`src/rtl/ysyx_25040111_load_unit_pkg.sv`:
```
// ---------------------------------------------------------------------------
// ysyx_25040111_load_unit_pkg
// Shared definitions for the sequential load unit:
//   - RISC-V load funct3 encodings
//   - exception codes reported on out_exc
//   - FSM state encoding
//   - funct3 legality helper (RV64-only loads gated by rv64)
// No ports; imported by the load unit top.
// ---------------------------------------------------------------------------
package ysyx_25040111_load_unit_pkg;

    localparam logic [2:0] F3_LB  = 3'b000;
    localparam logic [2:0] F3_LH  = 3'b001;
    localparam logic [2:0] F3_LW  = 3'b010;
    localparam logic [2:0] F3_LD  = 3'b011;
    localparam logic [2:0] F3_LBU = 3'b100;
    localparam logic [2:0] F3_LHU = 3'b101;
    localparam logic [2:0] F3_LWU = 3'b110;

    localparam logic [1:0] EXC_NONE     = 2'd0;
    localparam logic [1:0] EXC_ACCESS   = 2'd1;
    localparam logic [1:0] EXC_MISALIGN = 2'd2;
    localparam logic [1:0] EXC_ILLEGAL  = 2'd3;

    typedef enum logic [2:0] {
        ST_IDLE = 3'd0,
        ST_AR0  = 3'd1,
        ST_R0   = 3'd2,
        ST_AR1  = 3'd3,
        ST_R1   = 3'd4,
        ST_RESP = 3'd5
    } state_e;

    // ld and lwu only exist on a 64-bit datapath.
    function automatic logic funct3_legal(input logic [2:0] f3, input logic rv64);
        logic ok;
        ok = 1'b0;
        case (f3)
            F3_LB, F3_LH, F3_LW, F3_LBU, F3_LHU: ok = 1'b1;
            F3_LD, F3_LWU:                       ok = rv64;
            default:                             ok = 1'b0;
        endcase
        return ok;
    endfunction

endpackage

```
`src/rtl/ysyx_25040111_load_unit_if.sv`:
```
// ---------------------------------------------------------------------------
// ysyx_25040111_load_unit_if
// Memory read channel between the load unit (master) and memory (slave).
//   ar_valid/ar_ready/ar_addr : beat-aligned read address handshake
//   r_valid/r_ready/r_data    : little-endian beat data handshake
//   r_err                     : access fault for the returned beat
// Parameter XLEN sets address and data width (32 or 64).
// ---------------------------------------------------------------------------
interface ysyx_25040111_load_unit_if #(
    parameter int XLEN = 32
);
    logic            ar_valid;
    logic            ar_ready;
    logic [XLEN-1:0] ar_addr;
    logic            r_valid;
    logic            r_ready;
    logic [XLEN-1:0] r_data;
    logic            r_err;

    modport master (
        output ar_valid, ar_addr, r_ready,
        input  ar_ready, r_valid, r_data, r_err
    );

    modport slave (
        input  ar_valid, ar_addr, r_ready,
        output ar_ready, r_valid, r_data, r_err
    );
endinterface

```
`src/rtl/ysyx_25040111_load_align.sv`:
```
// ---------------------------------------------------------------------------
// ysyx_25040111_load_align
// Combinational load result extraction.
//   beat1, beat0 : two consecutive bus beats (beat0 = lower address)
//   off          : byte offset of the load within beat0
//   funct3       : load type; [1:0] size, [2] zero-extend
//   result       : ({beat1, beat0} >> off*8) truncated to size, extended
// ---------------------------------------------------------------------------
module ysyx_25040111_load_align #(
    parameter  int XLEN  = 32,
    localparam int OFF_W = $clog2(XLEN / 8)
) (
    input  logic [XLEN-1:0]  beat1,
    input  logic [XLEN-1:0]  beat0,
    input  logic [OFF_W-1:0] off,
    input  logic [2:0]       funct3,
    output logic [XLEN-1:0]  result
);

    logic [XLEN-1:0] window;
    int              nbits;

    // Keep bits [nbits-1:0] of v and fill the rest with zero or the sign bit.
    function automatic logic [XLEN-1:0] extend(input logic [XLEN-1:0] v,
                                               input int nbits_i,
                                               input logic zext);
        logic [XLEN-1:0] r;
        logic            fill;
        fill = zext ? 1'b0 : v[nbits_i-1];
        for (int i = 0; i < XLEN; i++) begin
            r[i] = (i < nbits_i) ? v[i] : fill;
        end
        return r;
    endfunction

    always_comb begin
        window = XLEN'({beat1, beat0} >> {off, 3'b000});
        nbits  = 8 << funct3[1:0];
        // A 64-bit size on a 32-bit datapath is an illegal load whose result
        // is discarded; clamp so the extension never indexes past the window.
        if (nbits > XLEN) begin
            nbits = XLEN;
        end
        result = extend(window, nbits, funct3[2]);
    end

endmodule

```
`src/rtl/ysyx_25040111_load_unit.sv`:
```
// ---------------------------------------------------------------------------
// ysyx_25040111_load_unit
// Sequential LSU load unit: accepts one load, issues aligned reads on the
// memory read channel, extends the loaded value and returns it with a
// writeback handshake. One transaction in flight at a time.
//
// Ports:
//   clk, rst_n          clock (rising edge), async active-low reset
//   in_valid/in_ready   load request handshake
//   in_funct3/in_addr/in_rd  load type, byte address, destination register
//   mem                 memory read channel (master modport)
//   out_valid/out_ready writeback handshake
//   out_data            extended result (0 when out_exc != 0)
//   out_rd              destination register of the returned load
//   out_exc             0 none, 1 access fault, 2 misaligned, 3 illegal
//
// Configuration macro YSYX_25040111_MISALIGN_SPLIT_EN:
//   defined   - misaligned loads are served; beat-crossing loads take two
//               beats through AR1/R1
//   undefined - every misaligned load returns exc 2 without bus traffic
// ---------------------------------------------------------------------------
module ysyx_25040111_load_unit
    import ysyx_25040111_load_unit_pkg::*;
#(
    parameter int XLEN = 32
) (
    input  logic                      clk,
    input  logic                      rst_n,
    input  logic                      in_valid,
    output logic                      in_ready,
    input  logic [2:0]                in_funct3,
    input  logic [XLEN-1:0]           in_addr,
    input  logic [4:0]                in_rd,
    ysyx_25040111_load_unit_if.master mem,
    output logic                      out_valid,
    input  logic                      out_ready,
    output logic [XLEN-1:0]           out_data,
    output logic [4:0]                out_rd,
    output logic [1:0]                out_exc
);

    localparam int   BEAT_B = XLEN / 8;
    localparam int   OFF_W  = $clog2(BEAT_B);
    localparam logic RV64   = (XLEN == 64);
`ifdef YSYX_25040111_MISALIGN_SPLIT_EN
    localparam logic SPLIT_EN = 1'b1;
`else
    localparam logic SPLIT_EN = 1'b0;
`endif

    state_e          state_q, state_d;
    logic [1:0]      exc_q, exc_d;

    logic [2:0]      funct3_p0;
    logic [XLEN-1:0] addr_p0;
    logic [4:0]      rd_p0;
    logic [XLEN-1:0] beat0_p1;
    logic [XLEN-1:0] beat1_w;
`ifdef YSYX_25040111_MISALIGN_SPLIT_EN
    logic [XLEN-1:0] beat1_p1;
    logic            cross_p0;
    logic            cap1;
`endif

    logic            req_fire;
    logic            cap0;
    logic            in_mis;
    logic [OFF_W-1:0] off_p0;
    logic [XLEN-1:0] base_addr;
    logic [XLEN-1:0] align_data;

    // Misalignment of the incoming request against its natural size.
    always_comb begin
        in_mis = 1'b0;
        case (in_funct3[1:0])
            2'd1:    in_mis = in_addr[0];
            2'd2:    in_mis = |in_addr[1:0];
            2'd3:    in_mis = |in_addr[2:0];
            default: in_mis = 1'b0;
        endcase
    end

    assign off_p0    = addr_p0[OFF_W-1:0];
    assign base_addr = {addr_p0[XLEN-1:OFF_W], {OFF_W{1'b0}}};

`ifdef YSYX_25040111_MISALIGN_SPLIT_EN
    assign cross_p0 = (int'(off_p0) + (1 << funct3_p0[1:0])) > BEAT_B;
`endif

    assign req_fire = (state_q == ST_IDLE) && in_valid;
    assign cap0     = (state_q == ST_R0) && mem.r_valid;
`ifdef YSYX_25040111_MISALIGN_SPLIT_EN
    assign cap1     = (state_q == ST_R1) && mem.r_valid;
`endif

    // Next-state and exception tracking.
    always_comb begin
        state_d = state_q;
        exc_d   = exc_q;
        case (state_q)
            ST_IDLE: begin
                if (in_valid) begin
                    if (!funct3_legal(in_funct3, RV64)) begin
                        exc_d   = EXC_ILLEGAL;
                        state_d = ST_RESP;
                    end else if (in_mis && !SPLIT_EN) begin
                        exc_d   = EXC_MISALIGN;
                        state_d = ST_RESP;
                    end else begin
                        exc_d   = EXC_NONE;
                        state_d = ST_AR0;
                    end
                end
            end
            ST_AR0: begin
                if (mem.ar_ready) begin
                    state_d = ST_R0;
                end
            end
            ST_R0: begin
                if (mem.r_valid) begin
                    // A faulting first beat ends the load without a second read.
                    if (mem.r_err) begin
                        exc_d   = EXC_ACCESS;
                        state_d = ST_RESP;
                    end
`ifdef YSYX_25040111_MISALIGN_SPLIT_EN
                    else if (cross_p0) begin
                        state_d = ST_AR1;
                    end
`endif
                    else begin
                        state_d = ST_RESP;
                    end
                end
            end
`ifdef YSYX_25040111_MISALIGN_SPLIT_EN
            ST_AR1: begin
                if (mem.ar_ready) begin
                    state_d = ST_R1;
                end
            end
            ST_R1: begin
                if (mem.r_valid) begin
                    if (mem.r_err) begin
                        exc_d = EXC_ACCESS;
                    end
                    state_d = ST_RESP;
                end
            end
`endif
            ST_RESP: begin
                if (out_ready) begin
                    state_d = ST_IDLE;
                end
            end
            default: state_d = ST_IDLE;
        endcase
    end

    always_ff @(posedge clk or negedge rst_n) begin
        if (!rst_n) begin
            state_q <= ST_IDLE;
            exc_q   <= EXC_NONE;
        end else begin
            state_q <= state_d;
            exc_q   <= exc_d;
        end
    end

    // Stage p0: request latched on acceptance
    always_ff @(posedge clk) begin
        if (req_fire) begin
            funct3_p0 <= in_funct3;
            addr_p0   <= in_addr;
            rd_p0     <= in_rd;
        end
    end

    // Stage p1: returned beats captured
    always_ff @(posedge clk) begin
        if (cap0) begin
            beat0_p1 <= mem.r_data;
        end
`ifdef YSYX_25040111_MISALIGN_SPLIT_EN
        if (cap1) begin
            beat1_p1 <= mem.r_data;
        end
`endif
    end

`ifdef YSYX_25040111_MISALIGN_SPLIT_EN
    assign beat1_w = beat1_p1;
`else
    assign beat1_w = '0;
`endif

    ysyx_25040111_load_align #(
        .XLEN (XLEN)
    ) u_align (
        .beat1  (beat1_w),
        .beat0  (beat0_p1),
        .off    (off_p0),
        .funct3 (funct3_p0),
        .result (align_data)
    );

    // Outputs decode registered state only; everything reads 0 in reset.
    assign in_ready     = rst_n && (state_q == ST_IDLE);
    assign mem.ar_valid = (state_q == ST_AR0) || (state_q == ST_AR1);
    assign mem.ar_addr  = (state_q == ST_AR0) ? base_addr :
                          (state_q == ST_AR1) ? base_addr + XLEN'(BEAT_B) : '0;
    assign mem.r_ready  = (state_q == ST_R0) || (state_q == ST_R1);
    assign out_valid    = (state_q == ST_RESP);
    assign out_rd       = (state_q == ST_RESP) ? rd_p0 : 5'd0;
    assign out_exc      = (state_q == ST_RESP) ? exc_q : EXC_NONE;
    assign out_data     = ((state_q == ST_RESP) && (exc_q == EXC_NONE)) ? align_data : '0;

endmodule
```
`src/flat_wrapper.sv`:
```
// flat-port wrapper written by rule: the top's interface ports become plain ports
module ysyx_25040111_load_unit_flat import ysyx_25040111_load_unit_pkg::*;
#(
    parameter int XLEN = 32
)
  (clk, rst_n, in_valid, in_ready, in_funct3, in_addr, in_rd, out_valid, out_ready, out_data, out_rd, out_exc, mem_ar_valid, mem_ar_addr, mem_r_ready, mem_ar_ready, mem_r_valid, mem_r_data, mem_r_err);
  ysyx_25040111_load_unit_if #(.XLEN(XLEN)) mem_i ();
  input  logic clk;
  input  logic rst_n;
  input  logic in_valid;
  output logic in_ready;
  input  logic [2:0] in_funct3;
  input  logic [XLEN-1:0] in_addr;
  input  logic [4:0] in_rd;
  output logic out_valid;
  input  logic out_ready;
  output logic [XLEN-1:0] out_data;
  output logic [4:0] out_rd;
  output logic [1:0] out_exc;
  output wire logic [$bits(mem_i.ar_valid)-1:0] mem_ar_valid;
  output wire logic [$bits(mem_i.ar_addr)-1:0] mem_ar_addr;
  output wire logic [$bits(mem_i.r_ready)-1:0] mem_r_ready;
  input wire logic [$bits(mem_i.ar_ready)-1:0] mem_ar_ready;
  input wire logic [$bits(mem_i.r_valid)-1:0] mem_r_valid;
  input wire logic [$bits(mem_i.r_data)-1:0] mem_r_data;
  input wire logic [$bits(mem_i.r_err)-1:0] mem_r_err;
  assign mem_ar_valid = mem_i.ar_valid;
  assign mem_ar_addr = mem_i.ar_addr;
  assign mem_r_ready = mem_i.r_ready;
  assign mem_i.ar_ready = mem_ar_ready;
  assign mem_i.r_valid = mem_r_valid;
  assign mem_i.r_data = mem_r_data;
  assign mem_i.r_err = mem_r_err;
  ysyx_25040111_load_unit #(.XLEN(XLEN)) u_core (.clk(clk), .rst_n(rst_n), .in_valid(in_valid), .in_ready(in_ready), .in_funct3(in_funct3), .in_addr(in_addr), .in_rd(in_rd), .mem(mem_i), .out_valid(out_valid), .out_ready(out_ready), .out_data(out_data), .out_rd(out_rd), .out_exc(out_exc));
endmodule
```
`config.mk`:
```
export PLATFORM = sky130hd
export DESIGN_NAME = ysyx_25040111_load_unit_flat
export DESIGN_NICKNAME = d
export VERILOG_FILES = /design/src/rtl/ysyx_25040111_load_unit_pkg.sv /design/src/rtl/ysyx_25040111_load_unit_if.sv /design/src/rtl/ysyx_25040111_load_align.sv /design/src/rtl/ysyx_25040111_load_unit.sv /design/src/flat_wrapper.sv
export SDC_FILE = /design/constraint.sdc
export NUM_CORES = 1
export LEC_CHECK = 0
export CORE_ASPECT_RATIO = 0.9
export CORE_MARGIN = 2
export CORE_UTILIZATION = 28
export CTS_CLUSTER_SIZE = 30
export DETAILED_ROUTE_END_ITERATION = 10
export PLACE_DENSITY = 0.61
export SLEW_MARGIN = 20
export SYNTH_ARGS = -nofsm -noshare
export SYNTH_HDL_FRONTEND = slang
export SYNTH_SLANG_ARGS = --single-unit
export TNS_END_PERCENT = 10
```
`constraint.sdc`:
```
create_clock -name clk -period 2.7 [get_ports clk]
set_input_delay 0.675 -clock clk [delete_from_list [all_inputs] [get_ports clk]]
set_output_delay 0.675 -clock clk [all_outputs]
set_load 0.01 [all_outputs]
```
==> flow_metrics.py, run 1 <==
metrics = {
    "run_status": {
        "status": "complete, but fails checks",
        "violations": "negative setup slack",
    },
    "placement": {
        "port-buffer-count": 151,
        "hpwlAfterDp_mm": 8.84,
        "placed_cell_area_mm2": 0.00620,
        "place.gp.congestion": 0.893,
        "dp_slack_ns": -0.327,
    },
    "timing": {
        "skew_ns": 0.00524,
        "finalMaxSlewViolations": 0,
        "fin_crit_sh_pct": 111,
        "fmax_mhz": 335,
        "finalSetupViolCount": 41,
        "post-route-min-period_ns": 2.99,
        "setup_ws_ns": -0.287,
        "rsz0062_at_grt": "true",
        "final_hold_viol_count": 0,
    },
    "logic_synthesis": {
        "synth.top_cell.area_share_pct": 53.6,
        "yosysSeqAreaShare_pct": 56.7,
        "synth_cell_types": 44,
        "synthArstFlopShare_pct": 6.49,
        "synth-edff-count": 72,
        "ys_top_cells_by_count": "72 x edfxtp_1, 43 x nor2_1, 34 x nand2_1",
        "synth_top_cell_by_area": "edfxtp_1",
        "yosysWarnings": 0,
        "ys_ff_latch": 77,
        "syn_area_per_cell_um2": 11.0,
        "yosys-top-cells-area": "edfxtp_1 54%, mux2_2 4.7%, nor2_1 4.0%",
        "syn_area_mm2": 0.00403,
        "synth_most_common_cell": "edfxtp_1",
        "synth_ff_type": "edfxtp_1",
        "syn_inst": 368,
    },
    "finish": {
        "nFillCells": 1330,
        "antenna_cells": 0,
        "final_cell_area_mm2": 0.00673,
        "area_growth_pct": 66.9,
        "nNetsFinal": 660,
        "drive_above_1_share_pct": 37.0,
    },
    "setup_path": {
        "worstRegToRegCells": 4,
        "cp_num_buf_inv": 2,
        "critPathSlowestCell": "or4_4",
        "slowest_delay_ns": 0.54,
        "critPathRequiredTime_ns": 2.03,
        "worstSetupStartpointType": "flop",
        "path_delay_family": "simple AND/OR/NAND/NOR gates",
        "crit_chain": "ha_4, buf_6, nand2_2, or4_4, nor4_4, xnor2_1, nor2_1, buf_2",
        "crit_cells": 8,
        "worstSetupEndpointType": "primary output",
        "crit_path_max_fanout": 3,
        "crit_type": "reg2out",
        "worstPathArrival_ns": 2.31,
    },
    "power_and_ir_drop": {
        "power_density_mw_per_mm2": 786,
        "peakVddDrop_v": 0.000484,
        "leakage_uw": 0.00268,
    },
    "clock_tree": {
        "htreeDepth": 3,
        "clkTransAtPathRegs_ns": 0.06,
        "cts_buffers": 9,
        "clk_path_buf_depth": 2,
        "clock_insertion_delay_worst_skew_ns": 0.34,
        "cts_tree": "done",
        "cts.sinks": 77,
        "cts_root_buffer": "clkbuf_16",
    },
    "grt": {
        "grt_pass1_vias": 3799,
        "antenna_found_initial": 0,
        "grt_max_degree": 36,
        "grt.overflow.total": 0,
        "grt_pass1_wl_mm": 19.5,
        "grtUsageTotal_pct": 16.3,
    },
    "routing": {
        "vias_per_cell": 4.74,
        "wl_per_cell_um": 16.1,
        "first_pass_iters": 4,
        "dr_wl_met3_um": 908,
        "drtAntennaViolNets": 0,
        "wl_met2_mm": 6.26,
        "maxUsedRoutingLayer": "met4",
        "drc": 0,
        "drt_iter0_drc": 188,
        "wl_met1_mm": 5.24,
        "wirelength_mm": 12.5,
        "vias": 3682,
    },
    "hold_path": {
        "hp-class": "reg2reg",
        "holdPathStages": 1,
    },
    "die": {
        "die_h_um": 118,
        "initial_core_util_pct": 28.7,
        "die_w_um": 131,
        "num_io_pins": 154,
        "rows": 41,
        "dieArea_mm2": 0.0154,
        "core_region_area_mm2": 0.0141,
    },
    "job": {
        "drv_cap": 0,
    },
}
==> routing by layer <==
metal  GRT usage (%)  vias up
li1                -     1763
met2            27.6      148
met5               0        -
met1            19.9     1758
met3            5.59       13
met4            3.79        0
==> cell type report <==
type / instances / area, um^2 / area share, %
inverter: 8 / 30.0 / 0.446
sequential: 77 / 2290 / 34.0
timing repair buffer: 223 / 1900 / 28.2
clock buffer: 11 / 233 / 3.46
clock inverter: 5 / 75.1 / 1.12
tap: 193 / 241 / 3.59
multi-input combinational: 260 / 1960 / 29.2
==> flip-flops by register name (all words and copies together), names as in the netlist <==
register and count:
u_core.beat0_p1 32, u_core.funct3_p0 3, u_core.rd_p0 5, u_core.addr_p0 32, u_core.exc_q 2, u_core.state_q 3
==> power breakdown <==
part           total, uW  switching [uW]  internal, uW  leakage (uW)
Combinational       2260            1190          1070       0.00181
Sequential          1760             150          1610      0.000725
Clock               1270             467           804      0.000145
Total               5290            1810          3480       0.00268
==> placed cells by master (no fill, tap or decap), types with 9 or more instances in the layout <==
| cell | synthesis | layout |
|---|---|---|
| xnor2_1 | 13 | 12 |
| edfxtp_1 | 72 | 72 |
| a21oi_1 | 27 | 11 |
| mux2i_1 | 10 | 9 |
| a21oi_2 | 0 | 16 |
| clkbuf_16 | 0 | 9 |
| xor2_1 | 12 | 12 |
| clkdlybuf4s50_1 | 0 | 89 |
| and3_1 | 9 | 9 |
| buf_6 | 0 | 11 |
| buf_4 | 2 | 57 |
| nand2_1 | 34 | 31 |
| mux2_2 | 17 | 17 |
| nor2_1 | 43 | 42 |
| buf_2 | 3 | 43 |
==> final timing paths <==
path / start / to / slack (ns)
worst max-delay path: u_core.addr_p0[2] / mem_ar_addr[30] / -0.29
worst min-delay path: u_core.exc_q[1] / u_core.exc_q[1] / 0.54
worst max register to register: u_core.state_q[1] / u_core.addr_p0[26] / 0.93
worst min register to register: u_core.exc_q[1] / u_core.exc_q[1] / 0.54
max in group asynchronous: rst_n / u_core.state_q[1] / 1.94
min in group asynchronous: rst_n / u_core.state_q[0] / 0.64
==> worst reg2reg max path: cells and delay by family (launching register included) <==
| kind | cells | cell delay, ns |
|---|---|---|
| buffers and inverters | 2 | 0.41 |
| DFF | 1 | 0.45 |
| and+or+nand+nor | 2 | 0.57 |
==> timing repair <==
action / in CTS / in global routing
gates resized for setup: 237 / 61
gates cloned: 1 / 0
setup buffers: 5 / 4
endpoints found under the setup margin: 63 / 64
pin swaps: 11 / 15
hold buffers: 0 / 0
==> stage by stage <==
stage / hold WS, ns / total power, uW / utilization (%) / instances / setup TNS (ns)
final: 0.544 / 5290 / 47.9 / 777 / -7.63
after global placement: 0.505 / 3870 / 44.1 / 752 / -9.75
after global routing: 0.573 / 5590 / 47.9 / 777 / -13.36
after detailed placement: 0.518 / 3910 / 44.1 / 752 / -10.88
after floorplan: 0.379 / 2770 / - / 369 / -0.0806
after CTS: 0.547 / 5250 / 46.8 / 774 / -8.09
==> kinds of logic after synthesis <==
kind of cell | count (synthesis) | share of synthesized area (%)
muxes | 27 | 7.23
other | 1 | 0.0930
buffers and inverters | 32 | 3.29
DFF | 77 | 56.7
and+or+nand+nor | 148 | 18.2
xor gates and xnor gates | 25 | 5.43
AOI/OAI and AO/OA | 56 | 8.47
adders and majority gates | 2 | 0.620
(Power assumes the default switching activity.)
==> run 2, diff against run 1 <==
--- a/config.mk
+++ b/config.mk
@@ -5,12 +5,14 @@
 export SDC_FILE = /design/constraint.sdc
 export NUM_CORES = 1
 export LEC_CHECK = 0
+export CELL_PAD_IN_SITES_DETAIL_PLACEMENT = 2
+export CELL_PAD_IN_SITES_GLOBAL_PLACEMENT = 2
 export CORE_ASPECT_RATIO = 0.9
 export CORE_MARGIN = 2
-export CORE_UTILIZATION = 28
+export CORE_UTILIZATION = 27
 export CTS_CLUSTER_SIZE = 30
 export DETAILED_ROUTE_END_ITERATION = 10
-export PLACE_DENSITY = 0.61
+export PLACE_DENSITY = 0.87
 export SLEW_MARGIN = 20
 export SYNTH_ARGS = -nofsm -noshare
 export SYNTH_HDL_FRONTEND = slang
==> flow_metrics.py, run 2 (synthesis results as in run 1) <==
metrics = {
    "clock_tree": {
        "cts_buffers": 9,
        "htreeDepth": 3,
        "clk_path_buf_depth": 2,
        "clkTransAtPathRegs_ns": 0.06,
        "cts.sinks": 77,
        "cts_tree": "done",
        "clock_insertion_delay_worst_skew_ns": 0.35,
        "cts_root_buffer": "clkbuf_16",
    },
    "grt": {
        "grtUsageTotal_pct": 21.4,
        "antenna_found_initial": 0,
        "grt_pass1_vias": 4494,
        "grt_pass1_wl_mm": 25.8,
        "grt_max_degree": 36,
        "grt.overflow.total": 0,
    },
    "placement": {
        "placedCellCount": 758,
        "place.gp.congestion": 0.836,
        "hpwlAfterDp_mm": 11.2,
        "port-buffer-count": 151,
    },
    "run_status": {
        "status": "complete, but fails checks",
        "violations": "negative setup slack",
    },
    "finish": {
        "drive_above_1_share_pct": 41.5,
        "nFillCells": 1410,
        "final_cells": 798,
        "nNetsFinal": 676,
        "post-route-util_pct": 48.6,
        "biggestRegsByFlops": "u_core.addr_p0 (32), u_core.beat0_p1 (32), u_core.rd_p0 (5)",
        "multiInputGateArea_mm2": 0.00217,
        "layout_commonest_cell": "clkdlybuf4s50_1",
        "antenna_cells": 0,
        "final-seq-area_mm2": 0.00229,
        "final_cell_mix": "88 x clkdlybuf4s50_1, 72 x edfxtp_1, 70 x buf_4",
        "area_growth_pct": 76.6,
    },
    "setup_path": {
        "reg2reg_from": "u_core.state_q[1]",
        "worstPathArrival_ns": 2.39,
        "worstSetupStartpointType": "flop",
        "worstSetupEndpointType": "primary output",
        "r2r_end": "u_core.addr_p0[24]",
        "crit_path_max_fanout": 6,
        "crit_type": "reg2out",
        "critPathRequiredTime_ns": 2.03,
        "reg2reg_setup_slack_ns": 0.87,
        "worstRegToRegCells": 4,
    },
    "timing": {
        "hold_ws_ns": 0.548,
        "finalSetupViolCount": 49,
        "fmax_mhz": 327,
        "final_hold_viol_count": 0,
        "fin_crit_sh_pct": 113,
        "skew_ns": 0.00785,
        "setup_tns_ns": -10.80,
        "rsz0062_at_grt": "true",
        "post-route-min-period_ns": 3.06,
        "finalMaxSlewViolations": 0,
        "setup_ws_ns": -0.361,
    },
    "routing": {
        "drt_iter0_drc": 119,
        "drtAntennaViolNets": 0,
        "drc": 0,
        "wl_per_cell_um": 21.7,
        "wirelength_mm": 17.3,
        "first_pass_iters": 4,
        "vias": 3918,
        "vias_per_cell": 4.91,
    },
    "hold_path": {
        "holdCritStartpoint": "u_core.exc_q[1]",
        "hp-class": "reg2reg",
        "hold_end": "u_core.exc_q[1]",
        "holdPathStages": 1,
    },
    "power_and_ir_drop": {
        "leakage_uw": 0.00282,
        "power_density_mw_per_mm2": 796,
        "peakVddDrop_v": 0.000371,
    },
    "die": {
        "dieArea_mm2": 0.0159,
        "die_h_um": 120,
        "rows": 42,
        "num_io_pins": 154,
        "die_w_um": 133,
        "core_region_area_mm2": 0.0147,
        "initial_core_util_pct": 27.5,
    },
    "job": {
        "drv_cap": 0,
    },
}
==> run 2: critical path, cell delays in order (launching register included) <==
cell	delay [ns]
edfxtp_1	0.56
nand4_4	0.15
or4_4	0.58
buf_6	0.16
or3_4	0.32
a21oi_2	0.12
buf_2	0.14
==> run 2: power by group <==
group	total (uW)	internal, uW	switching [uW]	leakage, uW
registers	1800	1610	184	0.000726
logic	2640	1200	1440	0.00195
clock network	1230	739	492	0.000143
total	5670	3550	2120	0.00282
==> run 2: routing by layer <==
metal	wire, um	global-route usage [%]	up-vias
li1	-	-	1799
met2	9610	42.0	139
met5	0	0	-
met4	399	5.17	0
met3	861	6.04	33
met1	6470	22.4	1947
==> run 2: what timing repair did <==
action | in CTS | in global routing
endpoints found under the setup margin | 69 | 60
cloned | 0 | 0
buffers inserted | 17 | 8
hold buffers | 0 | 0
pin swaps | 26 | 20
resized for setup | 303 | 39
==> run 2: stage by stage <==
| stage | instance area [um^2] | total power [uW] | worst slack, ns |
|---|---|---|---|
| after floorplan | 4040 | 2770 | -0.00806 |
| after global placement | 6210 | 3870 | -0.369 |
| after detailed placement | 6210 | 4010 | -0.459 |
| after CTS | 6890 | 5480 | -0.367 |
| after global routing | 7120 | 5930 | -0.434 |
| final | 7120 | 5670 | -0.361 |
==> run 2: cell type report <==
class                      count  area share (%)
timing repair buffer         239            29.4
clock inverter                 4           0.667
inverter                       8           0.422
sequential                    77            32.1
multi-input combinational    260            30.5
tap                          198            3.48
clock buffer                  12            3.46
==> run 2: how the worst max path moves through the flow <==
stage                                  to                 from  cells past startpoint  slack, ns
after floorplan              out_data[16]  u_core.funct3_p0[0]                      8     -0.008
after global routing      mem_ar_addr[17]    u_core.addr_p0[2]                      7      -0.43
after detailed placement     out_data[10]  u_core.funct3_p0[0]                      8      -0.46
after CTS                 mem_ar_addr[17]    u_core.addr_p0[3]                      7      -0.37
after global placement       out_data[12]  u_core.funct3_p0[0]                      8      -0.37
final                     mem_ar_addr[17]    u_core.addr_p0[4]                      6      -0.36
==> run 3, diff against run 2 <==
--- a/config.mk
+++ b/config.mk
@@ -9,10 +9,10 @@
 export CELL_PAD_IN_SITES_GLOBAL_PLACEMENT = 2
 export CORE_ASPECT_RATIO = 0.9
 export CORE_MARGIN = 2
-export CORE_UTILIZATION = 27
+export CORE_UTILIZATION = 24
 export CTS_CLUSTER_SIZE = 30
 export DETAILED_ROUTE_END_ITERATION = 10
-export PLACE_DENSITY = 0.87
+export PLACE_DENSITY = 0.82
 export SLEW_MARGIN = 20
 export SYNTH_ARGS = -nofsm -noshare
 export SYNTH_HDL_FRONTEND = slang
==> constraint.sdc (replaced) <==
create_clock -name clk -period 2.5 [get_ports clk]
set_input_delay 0.625 -clock clk [delete_from_list [all_inputs] [get_ports clk]]
set_output_delay 0.625 -clock clk [all_outputs]
set_load 0.01 [all_outputs]
==> flow_metrics.py, run 3 (synthesis results as in run 1) <==
metrics = {
    "run_status": {
        "status": "complete, but fails checks",
        "violations": "negative setup slack",
    },
    "finish": {
        "nNetsFinal": 704,
        "biggestRegsByFlops": "u_core.addr_p0 (32), u_core.beat0_p1 (32), u_core.rd_p0 (5)",
        "nFillCells": 1651,
        "antenna_cells": 0,
        "drive_above_1_share_pct": 45.2,
        "multiInputGateArea_mm2": 0.00223,
        "post-route-util_pct": 45.9,
        "area_growth_pct": 85.6,
        "final-seq-area_mm2": 0.00229,
        "final_cell_mix": "93 x buf_4, 84 x clkdlybuf4s50_1, 72 x edfxtp_1",
        "layout_commonest_cell": "buf_4",
    },
    "clock_tree": {
        "htreeDepth": 3,
        "ctsHoldBuffers": 0,
        "cts_root_buffer": "clkbuf_16",
        "clock_insertion_delay_worst_skew_ns": 0.35,
        "cts_buffers": 9,
        "cts_tree": "done",
        "clkTransAtPathRegs_ns": 0.06,
        "cts.sinks": 77,
        "clk_path_buf_depth": 2,
    },
    "timing": {
        "final_hold_viol_count": 0,
        "fin_crit_sh_pct": 119,
        "skew_ns": 0.00658,
        "setup_tns_ns": -17.48,
        "fmax_mhz": 335,
        "finalSetupViolCount": 54,
        "post-route-min-period_ns": 2.98,
        "rsz0062_at_grt": "true",
        "setup_ws_ns": -0.484,
        "finalMaxSlewViolations": 0,
    },
    "placement": {
        "place.gp.congestion": 0.796,
        "port-buffer-count": 151,
        "hpwlAfterDp_mm": 11.9,
    },
    "setup_path": {
        "worstPathArrival_ns": 2.36,
        "r2r_end": "u_core.addr_p0[24]",
        "worstRegToRegCells": 4,
        "crit_type": "reg2out",
        "reg2reg_from": "u_core.state_q[1]",
        "crit_path_max_fanout": 6,
        "worstSetupStartpointType": "flop",
        "reg2reg_setup_slack_ns": 0.71,
        "critPathRequiredTime_ns": 1.88,
        "worstSetupEndpointType": "primary output",
    },
    "routing": {
        "wirelength_mm": 18.3,
        "drc": 0,
        "drt_iter0_drc": 204,
        "first_pass_iters": 4,
        "wl_per_cell_um": 21.9,
        "vias_per_cell": 4.85,
        "drtAntennaViolNets": 0,
        "vias": 4052,
    },
    "die": {
        "core_region_area_mm2": 0.0163,
        "rows": 44,
        "dieArea_mm2": 0.0179,
        "die_w_um": 141,
        "die_h_um": 127,
        "initial_core_util_pct": 24.7,
        "num_io_pins": 154,
    },
    "grt": {
        "grtUsageTotal_pct": 20.5,
        "grt.overflow.total": 0,
        "antenna_found_initial": 0,
        "grt_pass1_vias": 4706,
        "grt_pass1_wl_mm": 27.6,
        "grt_max_degree": 36,
    },
    "power_and_ir_drop": {
        "peakVddDrop_v": 0.000389,
        "leakage_uw": 0.00298,
        "power_density_mw_per_mm2": 838,
    },
    "job": {
        "drv_cap": 0,
    },
    "hold_path": {
        "hp-class": "in2async",
    },
}
==> run 3: report_power, final <==
part	internal (uW)	switching [uW]
logic	1420	1620
registers	1740	170
clock network	771	548
total	3930	2340
==> run 3: layer usage <==
metal / wire (um) / vias up / track usage [%]
li1: - / 1856 / -
met1: 7230 / 2023 / 23.6
met2: 9750 / 148 / 38.1
met3: 895 / 25 / 5.02
met4: 391 / 0 / 5.18
met5: 0 / - / 0
==> run 3: repair_timing <==
action                                  in CTS  in global routing
cloned                                       1                  0
gates resized for setup                    308                 53
buffers inserted                            29                  9
endpoints found under the hold margin        0                  0
endpoints found under the setup margin      71                 63
pin swaps                                   37                 21
==> run 3: cell type report <==
cell class | count | area share [%]
Timing Repair Buffer | 267 | 31.8
Sequential cell | 77 | 30.6
Multi-Input combinational cell | 260 | 29.8
Tap cell | 207 | 3.46
Clock buffer | 10 | 3.06
Clock inverter | 6 | 0.853
Inverter | 8 | 0.435
==> run 3: stage by stage <==
step                      hold WS, ns  setup WS, ns  std cells  area [um^2]  total power [uW]
after floorplan                 0.329       -0.0160        369         4180              3060
after global placement          0.575        -0.503        781         6490              4410
after detailed placement        0.593        -0.630        781         6490              4560
after CTS                       0.545        -0.457        827         7230              6090
after global routing            0.567        -0.573        835         7480              6610
final                           0.558        -0.484        835         7480              6270
==> run 3: worst max path at each step <==
stage / from / endpoint / slack (ns) / cells past startpoint
6_report: u_core.addr_p0[0] / out_data[11] / -0.48 / 9
5_1_grt: u_core.addr_p0[0] / out_data[11] / -0.57 / 9
4_1_cts: u_core.addr_p0[0] / out_data[12] / -0.46 / 9
3_5_place_dp: u_core.addr_p0[2] / mem_ar_addr[26] / -0.63 / 7
3_3_place_gp: u_core.addr_p0[2] / mem_ar_addr[30] / -0.50 / 7
2_1_floorplan: u_core.state_q[1] / out_data[23] / -0.02 / 7
==> run 3: critical path, stage by stage (launching register included) <==
cell	delay (ns)
edfxtp_1	0.53
mux2_4	0.38
mux2i_4	0.16
o221ai_2	0.13
buf_4	0.16
a31oi_2	0.13
buf_4	0.17
buf_6	0.13
nor3_2	0.05
buf_2	0.16
